**src/rtl/uart_tx_ctrl.sv**
```systemverilog
// UART transmit sequencer: start, LSB-first data, optional parity, stop, timed by rising edges of baud16.
// Define UART_TX_PARITY_EN to insert an even-parity bit between the data and stop bits.
//
// state    | meaning
// ---------+----------------------------------------------
// S_IDLE   | line high, tx_ready asserted, waiting for tx_valid
// S_START  | start bit (txd low) for OVERSAMPLE ticks
// S_DATA   | data bits, shift register bit 0 on the line
// S_PARITY | even parity of the latched byte (parity build only)
// S_STOP   | line high for STOP_BITS bit periods, tx_done on the last tick
module uart_tx_ctrl #(
    parameter int DATA_BITS  = 8,
    parameter int STOP_BITS  = 1,
    parameter int OVERSAMPLE = 16
) (
    input  logic                 clk,
    input  logic                 rst,
    input  logic                 baud16,
    input  logic [DATA_BITS-1:0] tx_data,
    input  logic                 tx_valid,
    output logic                 tx_ready,
    output logic                 txd,
    output logic                 busy,
    output logic                 tx_done
);

    localparam int TW = (OVERSAMPLE > 1) ? $clog2(OVERSAMPLE) : 1;
    localparam int BW = 4;

    typedef enum logic [2:0] {
        S_IDLE,
        S_START,
        S_DATA,
        S_PARITY,
        S_STOP
    } state_t;

    state_t               state_q, state_d;
    logic                 baud16_q;
    logic [TW-1:0]        tick_cnt_q, tick_cnt_d;
    logic [BW-1:0]        bit_cnt_q, bit_cnt_d;
    logic [DATA_BITS-1:0] shift_q, shift_d;
    logic                 txd_q, txd_d;
    logic                 tick;
    logic                 bit_end;
    logic                 done_c;
`ifdef UART_TX_PARITY_EN
    logic                 parity_q, parity_d;
`endif

    always_comb begin
        tick       = baud16 & ~baud16_q;
        bit_end    = tick && (tick_cnt_q == TW'(OVERSAMPLE - 1));
        state_d    = state_q;
        tick_cnt_d = tick_cnt_q;
        bit_cnt_d  = bit_cnt_q;
        shift_d    = shift_q;
        done_c     = 1'b0;
`ifdef UART_TX_PARITY_EN
        parity_d   = parity_q;
`endif

        // The tick counter only runs inside a frame, so a tick coinciding with accept is dropped.
        if (tick && (state_q != S_IDLE)) begin
            tick_cnt_d = bit_end ? '0 : tick_cnt_q + TW'(1);
        end

        case (state_q)
            S_IDLE: begin
                if (tx_valid) begin
                    state_d    = S_START;
                    shift_d    = tx_data;
                    tick_cnt_d = '0;
                    bit_cnt_d  = '0;
`ifdef UART_TX_PARITY_EN
                    parity_d   = ^tx_data;
`endif
                end
            end
            S_START: begin
                if (bit_end) state_d = S_DATA;
            end
            S_DATA: begin
                if (bit_end) begin
                    shift_d = shift_q >> 1;
                    if (bit_cnt_q == BW'(DATA_BITS - 1)) begin
                        bit_cnt_d = '0;
`ifdef UART_TX_PARITY_EN
                        state_d   = S_PARITY;
`else
                        state_d   = S_STOP;
`endif
                    end else begin
                        bit_cnt_d = bit_cnt_q + BW'(1);
                    end
                end
            end
`ifdef UART_TX_PARITY_EN
            S_PARITY: begin
                if (bit_end) state_d = S_STOP;
            end
`endif
            S_STOP: begin
                if (bit_end) begin
                    if (bit_cnt_q == BW'(STOP_BITS - 1)) begin
                        bit_cnt_d = '0;
                        state_d   = S_IDLE;
                        done_c    = 1'b1;
                    end else begin
                        bit_cnt_d = bit_cnt_q + BW'(1);
                    end
                end
            end
            default: state_d = S_IDLE;
        endcase

        // txd is registered from the next state so the line changes on the bit-boundary edge.
        case (state_d)
            S_START:  txd_d = 1'b0;
            S_DATA:   txd_d = shift_d[0];
`ifdef UART_TX_PARITY_EN
            S_PARITY: txd_d = parity_d;
`endif
            default:  txd_d = 1'b1;
        endcase
    end

    always_ff @(posedge clk) begin
        if (rst) begin
            state_q    <= S_IDLE;
            baud16_q   <= 1'b0;
            tick_cnt_q <= '0;
            bit_cnt_q  <= '0;
            shift_q    <= '0;
            txd_q      <= 1'b1;
`ifdef UART_TX_PARITY_EN
            parity_q   <= 1'b0;
`endif
        end else begin
            state_q    <= state_d;
            baud16_q   <= baud16;
            tick_cnt_q <= tick_cnt_d;
            bit_cnt_q  <= bit_cnt_d;
            shift_q    <= shift_d;
            txd_q      <= txd_d;
`ifdef UART_TX_PARITY_EN
            parity_q   <= parity_d;
`endif
        end
    end

    assign tx_ready = (state_q == S_IDLE);
    assign busy     = (state_q != S_IDLE);
    assign txd      = txd_q;
    assign tx_done  = done_c & ~rst;

endmodule

```
**config.mk**
```make
export PLATFORM = sky130hd
export DESIGN_NAME = uart_tx_ctrl
export DESIGN_NICKNAME = d
export VERILOG_FILES = /design/src/rtl/uart_tx_ctrl.sv
export SDC_FILE = /design/constraint.sdc
export NUM_CORES = 1
export LEC_CHECK = 0
export CAP_MARGIN = 20
export CORE_MARGIN = 2
export CORE_UTILIZATION = 30
export CTS_CLUSTER_DIAMETER = 30
export DETAILED_ROUTE_END_ITERATION = 7
export GPL_ROUTABILITY_DRIVEN = 0
export HOLD_SLACK_MARGIN = 0.15
export PLACE_DENSITY = 0.56
export RECOVER_POWER = 25
export SYNTH_ARGS = -nofsm -noshare
export SYNTH_HDL_FRONTEND = slang
export SYNTH_SLANG_ARGS = --single-unit
```
**constraint.sdc**
```tcl
create_clock -name clk -period 1.55 [get_ports clk]
set_input_delay 0.31 -clock clk [delete_from_list [all_inputs] [get_ports clk]]
set_output_delay 0.31 -clock clk [all_outputs]
set_load 0.02 [all_outputs]
```
==> metrics.yaml, run 1 <==
status:
  status: "finished with violations"
  failed_checks: "negative setup slack"
power_and_ir_drop:
  power_w: 0.00112
  peakVddDrop_uv: 483
  power_density_nw_per_um2: 609
  leakage_nw: 0.685
logic_synthesis:
  netlist_instances: 141
  synth_cell_types: 45
  postSynthAreaPerCell_um2: 8.69
  synth_fp_nets: 156
  mappedNetlistArea_um2: 1220
  yosys_warnings: 0
  ys_ff_latch: 21
  synth-async-reset-ratio_pct: 0
  synth_edf_count: 0
  synth-main-ff-cell: "dfxtp_1"
  ys_seq_area_share_pct: 34.3
timing:
  slew_headroom_pct: 77.0
  tightest_slew_ns: 0.340
  fin_skew_ns: 0.00120
  setup-violations-final: 1
  final_hold_viol_count: 0
  min_period_over_period_pct: 103
  max_clock_freq_ghz: 0.626
  drv_slew: 0
  post-route-min-period_ns: 1.60
  fin_ws_ns: -0.0465
  rsz0062_at_grt: "yes"
cells_and_area:
  areaGrowthSynthToFinish_pct: 50.5
  final_cell_mix: "29 x buf_4, 14 x dfxtp_1, 12 x nand2_1, 11 x clkdlybuf4s50_1"
  diodes: 0
  post-route-util_pct: 46.4
  fin_nets: 205
  final_common_cell: "buf_4"
  drive_gt1_share_pct: 40.7
setup_path:
  crit_type: "reg -> out"
  cp_top_family: "simple AND/OR/NAND/NOR gates"
  slowest_stage: "dfxtp_2"
  start_kind: "flip-flop"
  required_ns: 1.24
  crit_chain: "inv_2 > ha_4 > nor3b_4 > and3_4 > buf_6"
  rrSetupSlack_ns: 0.02
  crit_arrival_ns: 1.29
  crit_fanout: 2
  critPathBufInv: 2
  cp.depth: 5
  ff2ff_path_depth: 6
  crit_path_end_kind: "output port"
  crit_path_max_incr_delay_ns: 0.33
clocking:
  hold_buffers: 0
  h-tree-depth: 1
  path_clk_slew_ns: 0.07
  cts_tree: "yes"
  numCtsBuffers: 3
  cts_root_buf: "clkbuf_8"
  clock_path_buffers: 2
  insertion_delay_ns: 0.26
  cts_sinks: 21
route:
  routed_wl_um: 3160
  drcViolationCount: 0
  vias: 1225
  vias_per_cell: 5.13
  drt_iter0_markers: 66
  dr.pass1.iters: 4
  ant_nets: 0
  wl_per_cell_um: 13.2
global_route:
  first_global_vias: 1188
  antenna_found_initial: 0
  grt_pass1_wl_um: 5200
  grt_use_total_pct: 14.8
  grt_overflow_total: 0
  grt_start_max_net_pins: 23
floorplanning:
  die_y_um: 67.9
  rows: 23
  die_w_um: 67.9
  coreArea_um2: 3970
  start_util_pct: 30.8
  ios: 16
  dieArea_um2: 4610
min_path:
  hold_path_class: "in -> reg"
  holdPathStages: 2
placement:
  place_hpwl_um: 2190
  place.port_buffers: 15
  pre_cts_slack_ns: -0.544
run:
  cap_violations: 0
[synthesized netlist by cell type (all sizes together) (4+ instances only)]
master / count / area [µm²]
a22oi: 6 / 45.0
nor2b: 4 / 25.0
buf: 7 / 47.5
o21ai: 4 / 20.0
nor2: 10 / 37.5
nand2b: 5 / 38.8
inv: 6 / 22.5
nand2: 12 / 45.0
a31oi: 4 / 25.0
dfxtp: 21 / 420
nand4: 4 / 25.0
nand3: 5 / 25.0
nor3: 5 / 25.0
a21oi: 9 / 45.0
[cell type report]
| cell class | instances | area (µm²) |
|---|---|---|
| well taps | 50 | 62.6 |
| repair buffers | 52 | 448 |
| flip-flops and latches | 21 | 432 |
| clock buffers | 4 | 45.0 |
| inverters | 6 | 22.5 |
| fillers | 366 | 2130 |
| multi-input cells | 106 | 833 |
[worst paths after layout]
path / end / start
max: tx_done / bit_cnt_q[0]
min: baud16_q / baud16
max reg2reg: txd / tick_cnt_q[0]
min reg2reg: shift_q[6] / shift_q[6]
[kinds of logic after synthesis]
logic type      share of synthesized area (%)
simple gates                             30.2
compound gates                           22.9
flops                                    34.3
buf+inv                                  6.33
mux                                      2.45
fa+ha+maj                                3.06
xor+xnor                                0.715
[state kept, by name (all words and copies together) (netlist names)]
name	flops
shift_q	8
bit_cnt_q	4
tick_cnt_q	4
state_q	3
baud16_q	1
txd	1
[where the power goes]
part / leakage (nW) / internal (W) / total [W] / switching, W
logic: 0.487 / 0.000103 / 0.000192 / 0.0000890
registers: 0.175 / 0.000559 / 0.000571 / 0.0000116
clock network: 0.0228 / 0.000183 / 0.000361 / 0.000178
total: 0.685 / 0.000845 / 0.00112 / 0.000278
[per-layer routing]
layer	up-vias	track usage, %	part of all wire [%]
met5	-	0	0
met4	0	4.50	1.0
met3	4	3.13	4.5
met2	26	26.8	51
met1	576	17.5	44
li1	619	-	-
[worst register-to-register path, cell delays in order, from the launching register on]
cell	delay, ns
dfxtp_2	0.36
ha_4	0.15
buf_6	0.11
and3_4	0.21
and4_4	0.22
o211ai_1	0.10
a211o_1	0.29
[per-stage QoR]
step,std cells,hold slack [ns],instance area (µm²),TNS (ns)
final,239,0.423,1840,-0.0465
after global routing,239,0.423,1840,-0.415
after CTS,237,0.429,1780,-0.0539
after detailed placement,228,0.451,1620,-4.34
after global placement,228,0.447,1620,-4.09
after floorplan,141,0.436,1230,0
[timing repair]
item                                    in CTS  in global routing
hold endpoints to repair                     0                  0
pin swaps                                    8                 11
setup buffers                                4                  3
gates cloned                                 1                  0
resized for setup                           36                 18
endpoints found under the setup margin      18                 14
Note: power is estimated with default switching activity, not from simulation.
==> inputs of run 2 (changes only) <==
SKIP_LAST_GASP = 1   (was default)
==> results of run 2 <==
Same layout as run 1: the final DEF is identical, and so are final timing and power.
==> inputs of run 3 (changes only) <==
TNS_END_PERCENT = 10   (was default)
==> run 3 against run 2 <==
  * Hold slack better by 0.00099 ns
  * Clock skew up 0.0025 ns
  * Sequential power is essentially flat
  * Power shrank 1.7%
  * The run still ends with negative setup slack left
  * Sequential share of layout area up 0.56 points
  * Sequential cell count unchanged
  * Cell count is 0.84% lower
  * Combinational power decreased by 7%
  * Worst setup slack improved by 0.0056 ns
  * Routed wire length down 7.7%
  * First-iteration DRC count is 27% lower
  * Non-clock buffer count down 1
==> metrics.yaml, run 3 (synthesis results as in run 1) <==
floorplanning:
  die_w_um: 67.9
  rows: 23
  die_y_um: 67.9
  start_util_pct: 30.8
  dieArea_um2: 4610
  coreArea_um2: 3970
  ios: 16
setup_path:
  crit_fanout: 2
  crit_arrival_ns: 1.28
  crit_path_end_kind: "output port"
  crit_chain: "inv_2 > ha_4 > nor3b_4 > and3_4 > buf_6"
  start_kind: "flip-flop"
  rrSetupSlack_ns: -0.02
  slowest_stage: "dfxtp_2"
  required_ns: 1.24
  crit_path_max_incr_delay_ns: 0.33
  critPathBufInv: 2
  cp_top_family: "simple AND/OR/NAND/NOR gates"
  crit_type: "reg -> out"
run:
  cap_violations: 0
clocking:
  numCtsBuffers: 3
  h-tree-depth: 1
  insertion_delay_ns: 0.26
  clock_path_buffers: 2
  cts_sinks: 21
  hold_buffers: 0
  path_clk_slew_ns: 0.07
  cts_root_buf: "clkbuf_8"
  cts_tree: "yes"
route:
  wl_per_cell_um: 12.3
  routed_wl_um: 2910
  ant_nets: 0
  vias_per_cell: 5.08
  vias: 1204
  drt_iter0_markers: 48
  dr.pass1.iters: 4
  drcViolationCount: 0
timing:
  min_period_over_period_pct: 103
  setup-violations-final: 5
  drv_slew: 0
  slew_headroom_pct: 77.1
  fin_skew_ns: 0.00368
  post-route-min-period_ns: 1.59
  tightest_slew_ns: 0.339
  fin_setup_tns_ns: -0.0874
  final_hold_viol_count: 0
  whs_ns: 0.424
  fin_ws_ns: -0.0409
  rsz0062_at_grt: "yes"
  max_clock_freq_ghz: 0.629
placement:
  place_hpwl_um: 2190
  pre_cts_slack_ns: -0.544
  place.port_buffers: 15
min_path:
  hold_path_class: "in -> reg"
cells_and_area:
  drive_gt1_share_pct: 36.9
  fillers: 376
  seqCellArea_um2: 425
  multiInputGateArea_um2: 805
  reg.largest.list: "shift_q x8, bit_cnt_q x4, tick_cnt_q x4"
  largest_register: "shift_q"
  diodes: 0
  fin_nets: 203
  final_cell_mix: "35 x buf_4, 17 x dfxtp_1, 12 x nand2_1, 11 x clkdlybuf4s50_1"
  final_common_cell: "buf_4"
  areaGrowthSynthToFinish_pct: 44.8
  largest_reg_flops: 8
global_route:
  grt_use_total_pct: 14.3
  antenna_found_initial: 0
  grt_pass1_wl_um: 5010
  grt_overflow_total: 0
  first_global_vias: 1159
  grt_start_max_net_pins: 23
power_and_ir_drop:
  leakage_nw: 0.663
  peakVddDrop_uv: 523
  power_density_nw_per_um2: 622
status:
  failed_checks: "negative setup slack"
  status: "finished with violations"
[run 3: cell types whose count changed in the layout (fill, tap and decap cells not counted), moves of 2 or more]
cell and delta:
dfxtp_1 +3, buf_4 +6, buf_6 -7, dfxtp_2 -2
[run 3: path summary, 6_finish.rpt]
check                                    from          to  depth (start not counted)
worst min register to register     shift_q[6]  shift_q[6]                          2
worst min-delay path                   baud16    baud16_q                          2
worst max-delay path             bit_cnt_q[0]     tx_done                          5
worst max register to register  tick_cnt_q[1]         txd                          6
[run 3: where the power goes]
group | internal, W | total, W | switching [W]
Clock | 0.000183 | 0.000355 | 0.000172
Combinational | 0.0000936 | 0.000178 | 0.0000844
Sequential | 0.000560 | 0.000571 | 0.0000113
Total | 0.000836 | 0.00110 | 0.000267
[run 3: cell type report]
class	instances	share of cell area, %
Clock buffer	4	2.54
Inverter	6	1.27
Multi-Input combinational cell	105	45.3
Sequential cell	21	24.0
Tap cell	50	3.53
Timing Repair Buffer	51	23.3
[run 3: timing repair]
action                                  4_1_cts  5_1_grt
pin swaps                                     7        1
cloned                                        0        0
endpoints found under the setup margin       18       17
setup buffers                                 4        1
resized for setup                            32        3
[run 3: layer usage]
layer  track usage, %  vias up  share of wire, %
met3             3.13        4               3.9
met1             17.0      570                46
met5                0        -                 0
li1                 -      613                 -
met2             25.5       17                49
met4             4.50        0               1.1
[run 3: metrics by stage]
step           total power [W]  utilization, %  instances  cell area [µm²]
3_5_place_dp          0.000761            40.8        228             1620
4_1_cts                0.00111            44.1        236             1750
5_1_grt                0.00116            44.7        237             1770
6_report               0.00110            44.7        237             1770
3_3_place_gp          0.000758            40.8        228             1620
2_1_floorplan         0.000672               -        141             1230
